--- config.mk ---
export PLATFORM = sky130hd
export DESIGN_NAME = stage1_fetch
export DESIGN_NICKNAME = d
export VERILOG_FILES = /design/src/rtl/vespa_pkg.sv /design/src/rtl/fetch_skid_buf.sv /design/src/rtl/stage1_fetch.sv
export SDC_FILE = /design/constraint.sdc
export NUM_CORES = 1
export LEC_CHECK = 0
export BUFFER_PORTS_ARGS = -buffer_cell sky130_fd_sc_hd__buf_2
export CORE_ASPECT_RATIO = 0.75
export CORE_MARGIN = 2
export CORE_UTILIZATION = 57
export DETAILED_ROUTE_END_ITERATION = 8
export PLACE_DENSITY_LB_ADDON = 0.15
export SLEW_MARGIN = 20
export SYNTH_ARGS = -nofsm -noshare
export SYNTH_HDL_FRONTEND = slang
export SYNTH_SLANG_ARGS = --single-unit
--- constraint.sdc ---
create_clock -name clk -period 2.3 [get_ports clk]
set_input_delay 0.23 -clock clk [delete_from_list [all_inputs] [get_ports clk]]
set_output_delay 0.23 -clock clk [all_outputs]
set_load 0.01 [all_outputs]
--- src/rtl/vespa_pkg.sv ---
// Shared VeSPA pipeline definitions: opcodes, instruction size and the
// encoding of the fetch-stage controller.
package vespa_pkg;

    localparam logic [4:0]  OPC_NOP     = 5'd0;
    localparam logic [4:0]  OPC_HLT     = 5'd31;
    localparam logic [31:0] NOP_WORD    = {OPC_NOP, 27'd0};
    localparam logic [31:0] INSTR_BYTES = 32'd4;

    typedef enum logic [1:0] {
        FETCH = 2'd0,
        HOLD  = 2'd1,
        DRAIN = 2'd2,
        HALT  = 2'd3
    } fetch_state_e;

    function automatic logic [4:0] opcode_of(input logic [31:0] word);
        return word[31:27];
    endfunction

endpackage

--- src/rtl/fetch_skid_buf.sv ---
// One-entry skid buffer holding an instruction word and its next-PC while the
// decode stage is stalled.
module fetch_skid_buf (
    input  logic        clk,
    input  logic        rst_n,
    input  logic        load,
    input  logic        clear,
    input  logic [31:0] word_in,
    input  logic [31:0] pc_in,
    output logic        valid,
    output logic [31:0] word,
    output logic [31:0] pc
);

    logic        valid_q, valid_d;
    logic [31:0] word_q, word_d;
    logic [31:0] pc_q, pc_d;

    always_comb begin
        // NOTE: every always_comb output gets a default first so no path can infer a latch.
        valid_d = valid_q;
        word_d  = word_q;
        pc_d    = pc_q;
        if (clear) begin
            valid_d = 1'b0;
        end else if (load) begin
            valid_d = 1'b1;
            word_d  = word_in;
            pc_d    = pc_in;
        end
    end

    // NOTE: the payload is reset along with valid so a stale word can never surface after clr.
    always_ff @(posedge clk or negedge rst_n) begin
        if (!rst_n) begin
            valid_q <= 1'b0;
            word_q  <= 32'h0;
            pc_q    <= 32'h0;
        end else begin
            valid_q <= valid_d;
            word_q  <= word_d;
            pc_q    <= pc_d;
        end
    end

    assign valid = valid_q;
    assign word  = word_q;
    assign pc    = pc_q;

endmodule

--- src/rtl/stage1_fetch.sv ---
// VeSPA instruction-fetch stage: drives the req/ack instruction memory port and
// feeds IR2/PC2 to decode, honouring stalls, redirects and HLT.
module stage1_fetch #(
    parameter logic [31:0] RESET_PC = 32'h0000_0000,
    parameter logic [31:0] PC_INC   = 32'd4,
    parameter logic [4:0]  HLT_OPC  = 5'd31
) (
    input  logic        clk,
    input  logic        clr,
    output logic        imem_req,
    output logic [31:0] imem_addr,
    input  logic        imem_ack,
    input  logic [31:0] imem_data,
    input  logic        pause2,
    input  logic        redirect,
    input  logic [31:0] redirect_pc,
    output logic [31:0] IR2,
    output logic [31:0] PC2,
    output logic        halted
);
    import vespa_pkg::*;

    fetch_state_e state_q, state_d;
    logic [31:0]  pc_q, pc_d;
    logic [31:0]  ir2_q, ir2_d;
    logic [31:0]  pc2_q, pc2_d;
    logic [31:0]  drain_addr_q, drain_addr_d;
    logic         req_en_q, req_en_d;

    logic         buf_load, buf_clear, buf_valid;
    logic [31:0]  buf_word, buf_pc;
    logic         mem_req, mem_take;
    logic [31:0]  pc_next;

    // req_en_q keeps the port idle for the first cycle after clr releases.
    assign mem_req  = req_en_q && (state_q == FETCH || state_q == DRAIN);
    assign mem_take = mem_req && imem_ack;
    assign pc_next  = pc_q + PC_INC;

    fetch_skid_buf u_skid (
        .clk     (clk),
        .rst_n   (clr),
        .load    (buf_load),
        .clear   (buf_clear),
        .word_in (imem_data),
        .pc_in   (pc_next),
        .valid   (buf_valid),
        .word    (buf_word),
        .pc      (buf_pc)
    );

    always_comb begin
        state_d      = state_q;
        pc_d         = pc_q;
        ir2_d        = ir2_q;
        pc2_d        = pc2_q;
        drain_addr_d = drain_addr_q;
        req_en_d     = 1'b1;
        buf_load     = 1'b0;
        buf_clear    = 1'b0;

        if (redirect) begin
            ir2_d     = NOP_WORD;
            pc2_d     = 32'h0;
            buf_clear = 1'b1;
            pc_d      = redirect_pc;
            if (mem_req && !imem_ack) begin
                // The outstanding address must stay on the bus until acked.
                state_d = DRAIN;
                if (state_q != DRAIN) drain_addr_d = pc_q;
            end else begin
                state_d = FETCH;
            end
        end else begin
            unique case (state_q)
                FETCH: begin
                    if (mem_take) begin
                        pc_d = pc_next;
                        if (!pause2) begin
                            ir2_d   = imem_data;
                            pc2_d   = pc_next;
                            state_d = (opcode_of(imem_data) == HLT_OPC) ? HALT : FETCH;
                        end else begin
                            buf_load = 1'b1;
                            state_d  = HOLD;
                        end
                    end else if (!pause2) begin
                        ir2_d = NOP_WORD;
                    end
                end
                HOLD: begin
                    if (!pause2 && buf_valid) begin
                        ir2_d     = buf_word;
                        pc2_d     = buf_pc;
                        buf_clear = 1'b1;
                        state_d   = (opcode_of(buf_word) == HLT_OPC) ? HALT : FETCH;
                    end
                end
                DRAIN: begin
                    if (mem_take) state_d = FETCH;
                end
                HALT: begin
                    if (!pause2) ir2_d = NOP_WORD;
                end
                default: state_d = FETCH;
            endcase
        end
    end

    // NOTE: state registers use non-blocking assignments so every flop samples pre-edge values.
    always_ff @(posedge clk or negedge clr) begin
        if (!clr) begin
            state_q      <= FETCH;
            pc_q         <= RESET_PC;
            ir2_q        <= NOP_WORD;
            pc2_q        <= 32'h0;
            drain_addr_q <= RESET_PC;
            req_en_q     <= 1'b0;
        end else begin
            state_q      <= state_d;
            pc_q         <= pc_d;
            ir2_q        <= ir2_d;
            pc2_q        <= pc2_d;
            drain_addr_q <= drain_addr_d;
            req_en_q     <= req_en_d;
        end
    end

    assign imem_req  = mem_req;
    assign imem_addr = (state_q == DRAIN) ? drain_addr_q : pc_q;
    assign IR2       = ir2_q;
    assign PC2       = pc2_q;
    assign halted    = (state_q == HALT);

endmodule

==> flow_summary_export.csv <==
group,metric,value,unit
run_status,status,"completed",
worst_setup_path,r2r_start,"state_q[0]$_DFFE_PN0P_",
cts,clock_latency,0.44,ns
route,drt_iter0_drc,783,
worst_setup_path,max_stage_delay,0.42,ns
yosys,synthArstFlopShare,100,%
sta,drv_slew,0,
yosys,synth_seq_cells,196,
grt,grt_max_degree,69,
worst_setup_path,path_cells,"inv_1, ha_2, buf_12, mux2_2, buf_2",
final_layout,seqCellArea,0.00490,mm²
yosys,ys_types,55,
worst_setup_path,critPathRequiredTime,2.07,ns
final_layout,multi_input_area,0.00480,mm²
sta,max_freq,444,MHz
place,dp_hpwl,17.0,mm
route,avgRoutedWirePerCell,17.4,µm
cts,clock-sinks,196,
worst_setup_path,r2r_slack,0.15,ns
die,dieArea,0.0188,mm²
route,dr.pass1.iters,5,
yosys,synth_simple_gate_area_share,20.9,%
final_layout,final_core_util,70.2,%
worst_setup_path,path_max_fanout,28,
cts,htree_levels,4,
place,place_inst,1435,
worst_hold_path,worstHoldPathCells,3,
yosys,synth_mux_area_share,8.13,%
cts,cts_buffer_depth,2,
final_layout,final_nets,1321,
route,drcViolationCount,0,
sta,setup_viol,0,
final_layout,final_cell_mix,"236 x nand2_1, 196 x dfrtp_1, 164 x buf_2, 84 x o21ai_0, 64 x mux2_2",
die,rows,42,
grt,antenna_found_initial,0,
pwr,power_density,831,mW/mm²
worst_setup_path,crit_type,"reg2out",
pwr,p_leak,5.93,nW
yosys,synth_top_family_by_area,"simple AND/OR/NAND/NOR gates",
sta,finalClockSkew,0.0132,ns
final_layout,n_fill_cell,1379,
worst_setup_path,worstPathArrival,2.02,ns
worst_setup_path,reg2reg_depth,7,
run,max-cap-violations,0,
yosys,synthesis.area,0.0101,mm²
cts,clkTransAtPathRegs,0.07,ns
cts,cts_tree,"done",
grt,grt_overflow,0,
final_layout,layout_commonest_cell,"nand2_1",
worst_setup_path,cp_top_family,"buffers and inverters",
worst_hold_path,hold_path_class,"in2reg",
worst_hold_path,whs_endpoint,"pc_q[19]$_DFFE_PN0P_",
worst_setup_path,crit_slowest_cell,"dfrtp_1",
grt,grt_first_pass_wirelength,43.0,mm
yosys,synth_fp_nets,1146,
grt,grt_pass1_vias,8293,
sta,rsz0062_at_grt,"true",
yosys,syn_inst,1072,
die,start_util,57.7,%
sta,hold_viol,0,
worst_setup_path,critical_path.startpoint_type,"register",
sta,slew_headroom,64.9,%
yosys,synth_ff_type,"dfrtp_1",
cts,cts-root-buf,"clkbuf_16",
sta,fin_crit,2.25,ns
yosys,synthXorXnorAreaFrac,4.60,%
die,io_pins,167,
final_layout,drive_gt1_share,27.0,%
final_layout,syn_to_final_growth,21.8,%
yosys,synthAdderAreaFrac,0.620,%
die,fp.dieH,119,µm
route,ant_nets,0,
worst_setup_path,end_kind,"primary output",
worst_hold_path,hold_start,"redirect_pc[19]",
place,io_buffer_count,166,
die,die_w,158,µm
final_layout,antenna_cells,0,
place,globalplace.congestion,0.863,
die,core,0.0175,mm²
grt,grt_usage,28.8,%
yosys,ys_warn_count,0,
route,vias,8575,
yosys,synth_edf_count,0,
sta,fin_crit_sh,97.9,%
yosys,syn_avg_cell_area,9.41,µm²
pwr,ir_drop,0.476,mV
yosys,ys_seq_area_share,48.6,%
yosys,synth_compound_area_share,12.7,%
worst_setup_path,r2r-end,"pc_q[31]$_DFFE_PN0P_",
route,finalWirelength,26.1,mm
route,viasPerCell,5.71,
cts,cts-buffers-inserted,17,
sta,worst-slew-pin-transition,0.525,ns
worst_setup_path,path_buf_inv,3,
final_layout,final_cell_count_no_fill,1502,
==> worst max path at each step <==
| stage | start | endpoint | depth (start not counted) |
|---|---|---|---|
| finish | state_q[0]$_DFFE_PN0P_ | imem_addr[10] | 5 |
| global route | state_q[0]$_DFFE_PN0P_ | imem_addr[31] | 5 |
| CTS | state_q[0]$_DFFE_PN0P_ | imem_req | 7 |
| detailed placement | state_q[0]$_DFFE_PN0P_ | IR2[26]$_DFFE_PN0P_ | 9 |
| global placement | state_q[0]$_DFFE_PN0P_ | IR2[2]$_DFFE_PN0P_ | 9 |
| floorplan | state_q[0]$_DFFE_PN0P_ | drain_addr_q[10]$_DFFE_PN0P_ | 7 |
==> cell type report <==
type / count / share of cell area (%)
Sequential cell: 196 / 39.9
Tap cell: 242 / 2.46
Clock buffer: 19 / 3.60
Multi-Input combinational cell: 773 / 39.1
Clock inverter: 13 / 1.19
Timing Repair Buffer: 248 / 13.4
Inverter: 11 / 0.336
==> logic make-up after synthesis <==
| group | count (synthesis) |
|---|---|
| other | 1 |
| adder cells (fa/ha/maj) | 5 |
| AO/OA/AOI/OAI | 218 |
| XOR/XNOR | 53 |
| buffers and inverters | 103 |
| AND/OR/NAND/NOR | 422 |
| flip-flops | 196 |
| multiplexers | 74 |
==> sequential cells by signal (all words and copies together) (netlist names) <==
signal        count
PC2              32
drain_addr_q     32
u_skid.pc        32
u_skid.valid      1
pc_q             32
req_en_q          1
state_q           2
u_skid.word      32
IR2              32
==> metal layers <==
metal | vias to the layer above | GRT usage (%) | wire, µm
met5 | - | 0 | 0
met4 | 0 | 6.76 | 282
met3 | 26 | 5.79 | 1690
met2 | 324 | 42.4 | 11800
met1 | 4171 | 43.9 | 12300
li1 | 4054 | - | -
==> per-stage QoR <==
step / setup slack (ns) / total power, W / setup TNS (ns) / instance area, µm² / hold slack (ns)
finish: 0.0484 / 0.0102 / 0 / 12300 / 0.00750
global route: -0.0336 / 0.0108 / -0.426 / 12300 / 0.00197
CTS: 0.00528 / 0.0103 / 0 / 12200 / 0.000132
detailed placement: 0.145 / 0.00721 / 0 / 11400 / 0.219
global placement: 0.226 / 0.00710 / 0 / 11400 / 0.216
floorplan: 0.214 / 0.00623 / 0 / 10100 / -0.0656
==> worst min-delay path, stage by stage <==
cell,delay [ns]
buf_2,0.07
nand2_1,0.04
o21ai_0,0.06
==> power breakdown <==
| part | switching (W) | leakage (nW) | internal [W] |
|---|---|---|---|
| sequential | 0.000493 | 2.51 | 0.00421 |
| clock | 0.00137 | 0.278 | 0.00165 |
| combinational | 0.00136 | 3.14 | 0.00114 |
| total | 0.00322 | 5.93 | 0.00699 |
==> synthesized netlist by cell type, drive strengths merged (2+ instances only) <==
cell type / number / area share, %
a211oi: 5 / 0.37
a21oi: 59 / 2.9
a22o: 27 / 2.3
a22oi: 2 / 0.15
a31oi: 2 / 0.12
a32o: 5 / 0.50
and2: 4 / 0.25
and3: 54 / 3.3
and4: 3 / 0.26
buf: 35 / 1.7
clkbuf: 57 / 2.2
dfrtp: 196 / 49
ha: 5 / 0.62
inv: 11 / 0.41
mux2: 64 / 7.1
mux2i: 10 / 0.99
nand2: 237 / 8.9
nand2b: 9 / 0.56
nand3: 31 / 1.8
nand4: 17 / 1.3
nand4b: 2 / 0.17
nor2: 30 / 1.1
nor2b: 3 / 0.19
nor3: 13 / 0.98
nor4: 7 / 1.2
o211ai: 3 / 0.22
o21a: 2 / 0.15
o21ai: 91 / 4.5
o22ai: 18 / 1.1
or3: 4 / 0.30
or4: 5 / 0.37
xnor2: 22 / 1.9
xor2: 31 / 2.7
==> timing repair <==
action	CTS	global route
hold endpoints to repair	75	0
pin swaps	0	2
endpoints found under the setup margin	24	47
gates resized for setup	3	2
setup buffers	0	7
hold buffers	28	0
No activity file was read; power rests on OpenSTA's default activity.
